$ cat src/rtl/mem_uart_tx.sv
// mem_uart_tx: memory-mapped 8N1 UART transmitter with a TX FIFO on a native CPU bus
//   clk        : single clock, all logic on posedge
//   resetn     : synchronous active-low reset
//   mem_valid, mem_addr, mem_wdata, mem_wstrb : bus request (mem_wstrb == 0 is a read)
//   mem_ready, mem_rdata                       : registered one-cycle acknowledge and read data
//   txd        : serial output, idle high
//   irq_empty  : registered, high when FIFO empty and transmitter idle
//   Map: 0x0 TXDATA (write pushes byte 0), 0x4 STATUS {count[16:8], busy, empty, full}
module mem_uart_tx #(
  parameter logic [31:0] BASE_ADDR = 32'h1000_0000,
  parameter int CLK_DIV = 868,
  parameter int FIFO_DEPTH = 16
) (
  input  logic        clk,
  input  logic        resetn,
  input  logic        mem_valid,
  input  logic [31:0] mem_addr,
  input  logic [31:0] mem_wdata,
  input  logic [3:0]  mem_wstrb,
  output logic        mem_ready,
  output logic [31:0] mem_rdata,
  output logic        txd,
  output logic        irq_empty
);
  localparam int AW = $clog2(FIFO_DEPTH);
  localparam int BAUD_MAX_I = CLK_DIV - 1;
  localparam logic [15:0] BAUD_MAX = BAUD_MAX_I[15:0];
  localparam logic [AW:0] FULL_CNT = FIFO_DEPTH[AW:0];
  localparam logic [1:0] S_IDLE = 2'd0, S_START = 2'd1, S_DATA = 2'd2, S_STOP = 2'd3;
  logic [7:0] fifo_q [FIFO_DEPTH];
  logic [AW-1:0] wptr_q, wptr_d, rptr_q, rptr_d;
  logic [AW:0] cnt_q, cnt_d;
  logic [1:0] state_q, state_d;
  logic [15:0] baud_q, baud_d;
  logic [2:0] bit_q, bit_d;
  logic [7:0] shift_q, shift_d;
  logic txd_q, txd_d, ready_q, ready_d, irq_q, irq_d;
  logic [31:0] rdata_q, rdata_d;
  logic sel, wr, push_req, full, empty, accept, push, pop, baud_end;
  logic [31:0] status;
  logic unused_bits;
  assign unused_bits = ^{mem_wdata[31:8], mem_addr[1:0]};
  // ready_q gates acceptance so an acknowledge can never repeat on the next cycle
  assign sel = mem_valid && !ready_q && mem_addr[31:4] == BASE_ADDR[31:4];
  assign wr = |mem_wstrb;
  assign push_req = wr && mem_addr[3:2] == 2'd0 && mem_wstrb[0];
  assign full = cnt_q == FULL_CNT;
  assign empty = cnt_q == '0;
  // a byte push into a full FIFO is held off (no acknowledge) until a slot frees
  assign accept = sel && !(push_req && full);
  assign push = accept && push_req;
  assign pop = state_q == S_IDLE && !empty;
  assign baud_end = baud_q == BAUD_MAX;
  assign status = {15'd0, 9'(cnt_q), 5'd0, state_q != S_IDLE, empty, full};
  always_comb begin
    wptr_d = push ? wptr_q + 1'b1 : wptr_q;
    rptr_d = pop ? rptr_q + 1'b1 : rptr_q;
    cnt_d = push == pop ? cnt_q : push ? cnt_q + 1'b1 : cnt_q - 1'b1;
    ready_d = accept;
    rdata_d = !accept ? rdata_q : (!wr && mem_addr[3:2] == 2'd1) ? status : 32'd0;
    irq_d = empty && state_q == S_IDLE;
    baud_d = (state_q == S_IDLE || baud_end) ? 16'd0 : baud_q + 16'd1;
    state_d = state_q;
    bit_d = bit_q;
    shift_d = shift_q;
    txd_d = txd_q;
    case (state_q)
      S_IDLE: begin
        state_d = pop ? S_START : S_IDLE;
        shift_d = pop ? fifo_q[rptr_q] : shift_q;
        txd_d = !pop;
      end
      S_START, S_DATA: if (baud_end) begin
        if (state_q == S_DATA && bit_q == 3'd7) begin
          state_d = S_STOP;
          txd_d = 1'b1;
        end else begin
          state_d = S_DATA;
          txd_d = shift_q[0];
          shift_d = {1'b0, shift_q[7:1]};
          bit_d = state_q == S_START ? 3'd0 : bit_q + 3'd1;
        end
      end
      default: state_d = baud_end ? S_IDLE : S_STOP;
    endcase
  end
  always_ff @(posedge clk) begin
    if (!resetn) begin
      wptr_q <= '0;
      rptr_q <= '0;
      cnt_q <= '0;
      state_q <= S_IDLE;
      baud_q <= '0;
      bit_q <= '0;
      shift_q <= '0;
      txd_q <= 1'b1;
      ready_q <= 1'b0;
      irq_q <= 1'b1;
      rdata_q <= '0;
    end else begin
      wptr_q <= wptr_d;
      rptr_q <= rptr_d;
      cnt_q <= cnt_d;
      state_q <= state_d;
      baud_q <= baud_d;
      bit_q <= bit_d;
      shift_q <= shift_d;
      txd_q <= txd_d;
      ready_q <= ready_d;
      irq_q <= irq_d;
      rdata_q <= rdata_d;
    end
  end
  always_ff @(posedge clk) begin
    if (push) fifo_q[wptr_q] <= mem_wdata[7:0];
  end
  assign mem_ready = ready_q;
  assign mem_rdata = rdata_q;
  assign txd = txd_q;
  assign irq_empty = irq_q;
endmodule

$ cat config.mk
export PLATFORM = sky130hd
export DESIGN_NAME = mem_uart_tx
export DESIGN_NICKNAME = d
export VERILOG_FILES = /design/src/rtl/mem_uart_tx.sv
export SDC_FILE = /design/constraint.sdc
export NUM_CORES = 1
export LEC_CHECK = 0
export ABC_AREA = 1
export ABC_CLOCK_PERIOD_IN_PS = 4980
export CAP_MARGIN = 20
export CORE_MARGIN = 5
export CORE_UTILIZATION = 60
export CTS_BUF_LIST = sky130_fd_sc_hd__clkbuf_16
export DETAILED_ROUTE_END_ITERATION = 10
export GPL_TIMING_DRIVEN = 1
export PLACE_DENSITY = 0.86
export SLEW_MARGIN = 20
export SYNTH_ARGS = -nofsm -noshare
export SYNTH_HDL_FRONTEND = slang
export SYNTH_SLANG_ARGS = --single-unit
$ cat constraint.sdc
create_clock -name clk -period 4.98 [get_ports clk]
set_clock_uncertainty 0.15 [all_clocks]
set_input_delay 1.245 -clock clk [delete_from_list [all_inputs] [get_ports clk]]
set_output_delay 1.245 -clock clk [all_outputs]
set_load 0.02 [all_outputs]
==> results of run 1 <==
==> per-layer routing <==
| metal | vias to the layer above | share of wire | routed length (um) | track usage |
|---|---|---|---|---|
| li1 | 2891 | - | - | - |
| met1 | 2781 | 0.40 | 6913 | 0.2574 |
| met2 | 215 | 0.50 | 8534 | 0.3583 |
| met3 | 39 | 0.072 | 1240 | 0.05958 |
| met4 | 0 | 0.031 | 533 | 0.09675 |
| met5 | - | 0 | 0 | 0 |
==> cell type report <==
cell class / instances / area (um^2)
sequential: 185 / 4990
fill: 1025 / 4338
timing repair buffer: 58 / 585.6
inverter: 113 / 424.2
tap: 180 / 225.2
clock buffer: 19 / 475.5
clock inverter: 13 / 62.56
multi-input combinational: 509 / 2673
==> worst paths after layout <==
kind         slack [ns]       endpoint         start
min reg2reg        0.30      baud_q[0]     baud_q[0]
max reg2reg        2.49  fifo_q[10][2]     mem_ready
max                1.52  fifo_q[10][2]  mem_addr[21]
min                0.30      baud_q[0]     baud_q[0]
==> synthesized netlist by cell type <==
cell type,count
xor2_1,7
or2_2,1
clkbuf_1,12
nand3b_1,1
nand3_4,1
nand3_2,3
o21ai_0,54
nand3_1,82
nand2_2,2
nand2_1,99
a31o_2,1
buf_6,2
conb_1,1
o32ai_1,1
nor3_4,1
buf_1,3
buf_2,12
nor3_1,5
a31oi_1,1
nor3_2,1
a21o_1,1
nand4_1,5
edfxtp_1,128
nor4_1,2
a21oi_1,63
nand2_4,4
fa_1,1
buf_4,26
nand4_2,1
mux2i_1,1
o31ai_1,5
inv_1,109
xnor2_1,2
clkinv_1,1
ha_1,15
inv_2,3
dfxtp_1,57
a211oi_1,1
nor2_2,1
o211ai_1,31
nor3b_2,1
nor2_1,88
nor2_4,3
==> state kept, by name, indices dropped and copies added, names as in the netlist, named ones only <==
register	count
fifo_q	128
baud_q	16
mem_rdata	8
shift_q	8
cnt_q	5
rptr_q	4
wptr_q	4
bit_q	3
state_q	2
irq_empty	1
mem_ready	1
txd	1
==> power by group through the flow <==
stage,combinational [mW],sequential (mW),clock (mW)
finish,1.15,1.87,1.22
global route,1.30,1.88,1.30
CTS,1.13,1.86,1.23
detailed placement,1.12,1.90,0
global placement,1.06,1.92,0
floorplan,0.962,1.80,0
==> through the flow <==
step / setup WS [ns] / instance area (um^2) / cells / power, mW
final: 1.517 / 9435 / 1077 / 4.240
after global routing: 1.287 / 9435 / 1077 / 4.480
after CTS: 1.478 / 9435 / 1077 / 4.229
after detailed placement: 1.025 / 8897 / 1045 / 3.018
after global placement: 1.095 / 8877 / 1044 / 2.972
after floorplan: 1.821 / 8416 / 862 / 2.760
==> cells by family after synthesis <==
family / count (synthesis) / share of synthesized area
fa+ha+maj: 16 / 0.02494
compound gates: 158 / 0.1074
simple gates: 301 / 0.1670
mux: 1 / 0.001202
other cells: 1 / 0.0004502
xor+xnor: 9 / 0.009464
buf+inv: 168 / 0.09103
flops: 185 / 0.5985
==> flow_summary.yaml, run 1 <==
worst_setup_path:
  slowest_delay_ns: 0.68
  path_buf_inv: 2
  slowest_stage: "nor2_1"
  crit_family: "simple AND/OR/NAND/NOR gates"
  worstPathArrival_ns: 3.38
  reg2reg_depth: 9
  crit_cells: 10
  crit_path_cell_trace: "clkdlybuf4s50_1 > nor2_1 > nand2_1 > nor2_1 > nand2_1 > nor2_4 > nand3_4 > inv_2 > nand2_1 > nor2_1"
  crit_type: "primary input to register"
  worst_ep_required_time_ns: 4.89
  critPathMaxFanout: 10
  cp-start-kind: "primary input"
  cp-end-kind: "register"
power_and_ir_drop:
  leakagePower_nw: 3.543
  power.share.combinational: 0.271
  intPower_mw: 2.811
  ir_worst_vdd_uv: 325.0
  p_sw_frac: 0.3370
  p_per_area_nw_per_um2: 449.4
  seq_power_share: 0.440
  switching_power_mw: 1.429
  p_clk_frac: 0.289
status:
  status: "finished, final reports clean"
worst_hold_path:
  holdPathStages: 1
  hold_path_class: "register to register"
final_layout:
  nNetsFinal: 971
  final_cell_mix: "edfxtp_1, inv_1, nand2_1, nor2_1, nand3_1"
  area_growth_pct: 13.28
  final_common_cell: "edfxtp_1"
  drive_gt1_frac: 0.05797
  antenna_cells: 0
  utilization: 0.6850
clock_tree:
  cts_setup_buffers: 0
  cts-htree-levels: 4
  post_cts_resized: 0
  clkTransAtPathRegs_ns: 0.06
  cts.sinks: 185
  numCtsBuffers: 17
  root_buffer: "clkbuf_16"
  hold_buffers: 0
  clock_latency_ns: 0.44
  clockBufferDepth: 2
  cts_tree: "built"
placement:
  place_congestion: 0.8321
  port-buffer-count: 55
  hpwlAfterDp_um: 11210
logic_synthesis:
  synth_top_cell_by_area: "edfxtp_1"
  synth_area_leaders: "edfxtp_1, dfxtp_1, nand3_1"
  synth_top_area_share: 0.4615
  ys_types: 43
  synth_seq_cells: 185
  syn_inst: 839
  synth.avg_cell_area_um2: 9.928
  syn_area_um2: 8329
  yosys_warnings: 0
  seq_area_frac_synth: 0.5985
sta:
  slew_viol_final: 0
  max_freq_ghz: 0.2888
  worst_slew_pin_slew_ns: 0.8677
  hold_viol_final: 0
  fin_tns_setup_ns: 0
  hold_ws_ns: 0.3038
  setup_violations: 0
  slew-limit-headroom: 0.4194
  period_needed_ns: 3.463
  rsz0062_at_grt: "false"
  post-route-period-util: 0.6953
route:
  antenna_left: 0
  wl_per_cell_um: 15.99
  routed_wl_um: 17220
  drc: 0
  vias: 5926
  dr.pass1.iters: 7
  vias_per_cell: 5.502
  first_iter_violations: 484
global_routing:
  grt_max_degree: 66
  track_usage: 0.2137
  grt_pass1_vias: 5608
  antenna_found_initial: 0
  grt_overflow: 0
  grt_pass1_wl_um: 27090
floorplan:
  die_area_um2: 16340
  die_w_um: 127.8
  start_util: 0.6047
  core_um2: 13770
  rows: 43
  die_y_um: 127.8
  ios: 106
job:
  drv_cap: 0
(Power assumes the default switching activity.)
==> run 2: changes to the inputs <==
--- a/config.mk
+++ b/config.mk
@@ -6,14 +6,14 @@
 export NUM_CORES = 1
 export LEC_CHECK = 0
 export ABC_AREA = 1
-export ABC_CLOCK_PERIOD_IN_PS = 4980
+export ABC_CLOCK_PERIOD_IN_PS = 3600
 export CAP_MARGIN = 20
 export CORE_MARGIN = 5
-export CORE_UTILIZATION = 60
+export CORE_UTILIZATION = 55
 export CTS_BUF_LIST = sky130_fd_sc_hd__clkbuf_16
 export DETAILED_ROUTE_END_ITERATION = 10
 export GPL_TIMING_DRIVEN = 1
-export PLACE_DENSITY = 0.86
+export PLACE_DENSITY = 0.79
 export SLEW_MARGIN = 20
 export SYNTH_ARGS = -nofsm -noshare
 export SYNTH_HDL_FRONTEND = slang
==> constraint.sdc (replaced) <==
create_clock -name clk -period 3.6 [get_ports clk]
set_clock_uncertainty 0.15 [all_clocks]
set_input_delay 0.9 -clock clk [delete_from_list [all_inputs] [get_ports clk]]
set_output_delay 0.9 -clock clk [all_outputs]
set_load 0.02 [all_outputs]
==> flow_summary.yaml, run 2 (synthesis gave the netlist of run 1 again) <==
final_layout:
  area_growth_pct: 15.77
  drive_gt1_frac: 0.08270
  largest_register_ffs: 128
  nNetsFinal: 993
  antenna_cells: 0
  final_cell_mix: "edfxtp_1, inv_1, nand2_1, nor2_1, nand3_1"
  regMostFlops: "fifo_q"
  instances_no_fill: 1107
  largestRegisters: "fifo_q x128, baud_q x16"
  final_common_cell: "edfxtp_1"
  fill_cells: 1177
worst_hold_path:
  hp-start: "baud_q[0]"
  hold_path_class: "register to register"
clock_tree:
  clockBufferDepth: 2
  post_cts_resized: 0
  cts-htree-levels: 4
  clkTransAtPathRegs_ns: 0.06
  hold_buffers: 0
  cts_setup_buffers: 0
  root_buffer: "clkbuf_16"
  numCtsBuffers: 17
  cts_tree: "built"
  cts.sinks: 185
  clock_latency_ns: 0.43
sta:
  slew-limit-headroom: 0.4518
  post-route-period-util: 0.8191
  worst_slew_pin_slew_ns: 0.8223
  hold_ws_ns: 0.2971
  fin_tns_setup_ns: 0
  hold_viol_final: 0
  period_needed_ns: 2.949
  max_freq_ghz: 0.3391
  slew_viol_final: 0
  rsz0062_at_grt: "false"
  setup_violations: 0
power_and_ir_drop:
  leakagePower_nw: 3.668
  p_per_area_nw_per_um2: 618.8
  ir_worst_vdd_uv: 407.3
route:
  dr.pass1.iters: 5
  first_iter_violations: 366
  wl_per_cell_um: 15.61
  routed_wl_um: 17280
  vias: 5951
  drc: 0
  antenna_left: 0
  vias_per_cell: 5.376
floorplan:
  die_y_um: 133.1
  ios: 106
  start_util: 0.5541
  core_um2: 15030
  rows: 45
  die_w_um: 133.1
  die_area_um2: 17710
worst_setup_path:
  critPathLaunch: "mem_addr[13]"
  rr_endpoint: "cnt_q[4]"
  endpoint: "cnt_q[4]"
  worstPathArrival_ns: 3.12
  crit_path_cell_trace: "clkdlybuf4s50_1 > nor2_1 > nand2_1 > nor2_1 > nand2_1 > nor2_4 > nand3_4 > ha_1 > a21o_1 > a31oi_1 > inv_1 > nand2_1 > nand3_1 > nand2_1 > nor2_1"
  crit_cells: 15
  cp_common_cell: "nand2_1"
  reg2reg_depth: 13
  crit_family: "simple AND/OR/NAND/NOR gates"
  cp-start-kind: "primary input"
  slowest_stage: "clkdlybuf4s50_1"
  cp-end-kind: "register"
  path_buf_inv: 2
  slowest_delay_ns: 0.42
  reg2reg_from: "cnt_q[0]"
  r2r_slack_ns: 1.24
  critPathMaxFanout: 5
  crit_type: "primary input to register"
  worst_ep_required_time_ns: 3.77
status:
  status: "finished, final reports clean"
global_routing:
  track_usage: 0.1993
  grt_pass1_wl_um: 27650
  grt_max_degree: 73
  antenna_found_initial: 0
  grt_overflow: 0
  grt_pass1_vias: 5764
placement:
  hpwlAfterDp_um: 11200
  place_inst: 1075
  place_congestion: 0.8491
  port-buffer-count: 55
job:
  drv_cap: 0
## run 2: power breakdown
group	switching, mW	internal, mW
logic	0.996	0.576
clock network	0.735	1.07
registers	0.215	2.38
total	1.95	4.02
## run 2: through the flow
stage	util	total power [mW]	area, um^2	setup WS, ns
after floorplan	-	3.818	8416	0.7858
after global placement	0.6035	4.122	9072	0.2650
after detailed placement	0.6035	4.162	9072	0.2398
after CTS	0.6414	5.979	9643	0.6697
after global routing	0.6414	6.309	9643	0.4851
final	0.6414	5.967	9643	0.6511
## run 2: metal layers
layer  wire length (um)  share of wire  GRT usage
met5                  0              0          0
met4                466          0.027    0.09065
met1               7191           0.42     0.2423
met3               1086          0.063    0.04715
met2               8539           0.49     0.3375
## run 2: worst register-to-register path, stage by stage (launching register included)
cell and delay (ns):
dfxtp_1 0.35, inv_2 0.11, nand2_2 0.07, nor3_4 0.19
nand3_2 0.18, nand3_4 0.16, ha_1 0.28, a21o_1 0.20
a31oi_1 0.22, inv_1 0.07, nand2_1 0.09, nand3_1 0.08
nand2_1 0.06, nor2_1 0.04
## run 2: area by class of cell
class                      count  area [um^2]  share of cell area
inverter                     113        424.2             0.04399
multi-input combinational    509         2673              0.2772
sequential                   185         4990              0.5175
clock buffer                  17        425.4             0.04412
tap                          188        235.2             0.02439
timing repair buffer          80        750.7             0.07785
clock inverter                15        145.1             0.01505
## run 2: how the worst min path moves through the flow
stage                endpoint  slack (ns)  cells past startpoint
floorplan           baud_q[0]        0.27                      1
global placement    baud_q[0]        0.28                      1
detailed placement  baud_q[0]        0.29                      1
CTS                 baud_q[0]        0.30                      1
global route         bit_q[1]        0.31                      2
finish              baud_q[0]        0.30                      1
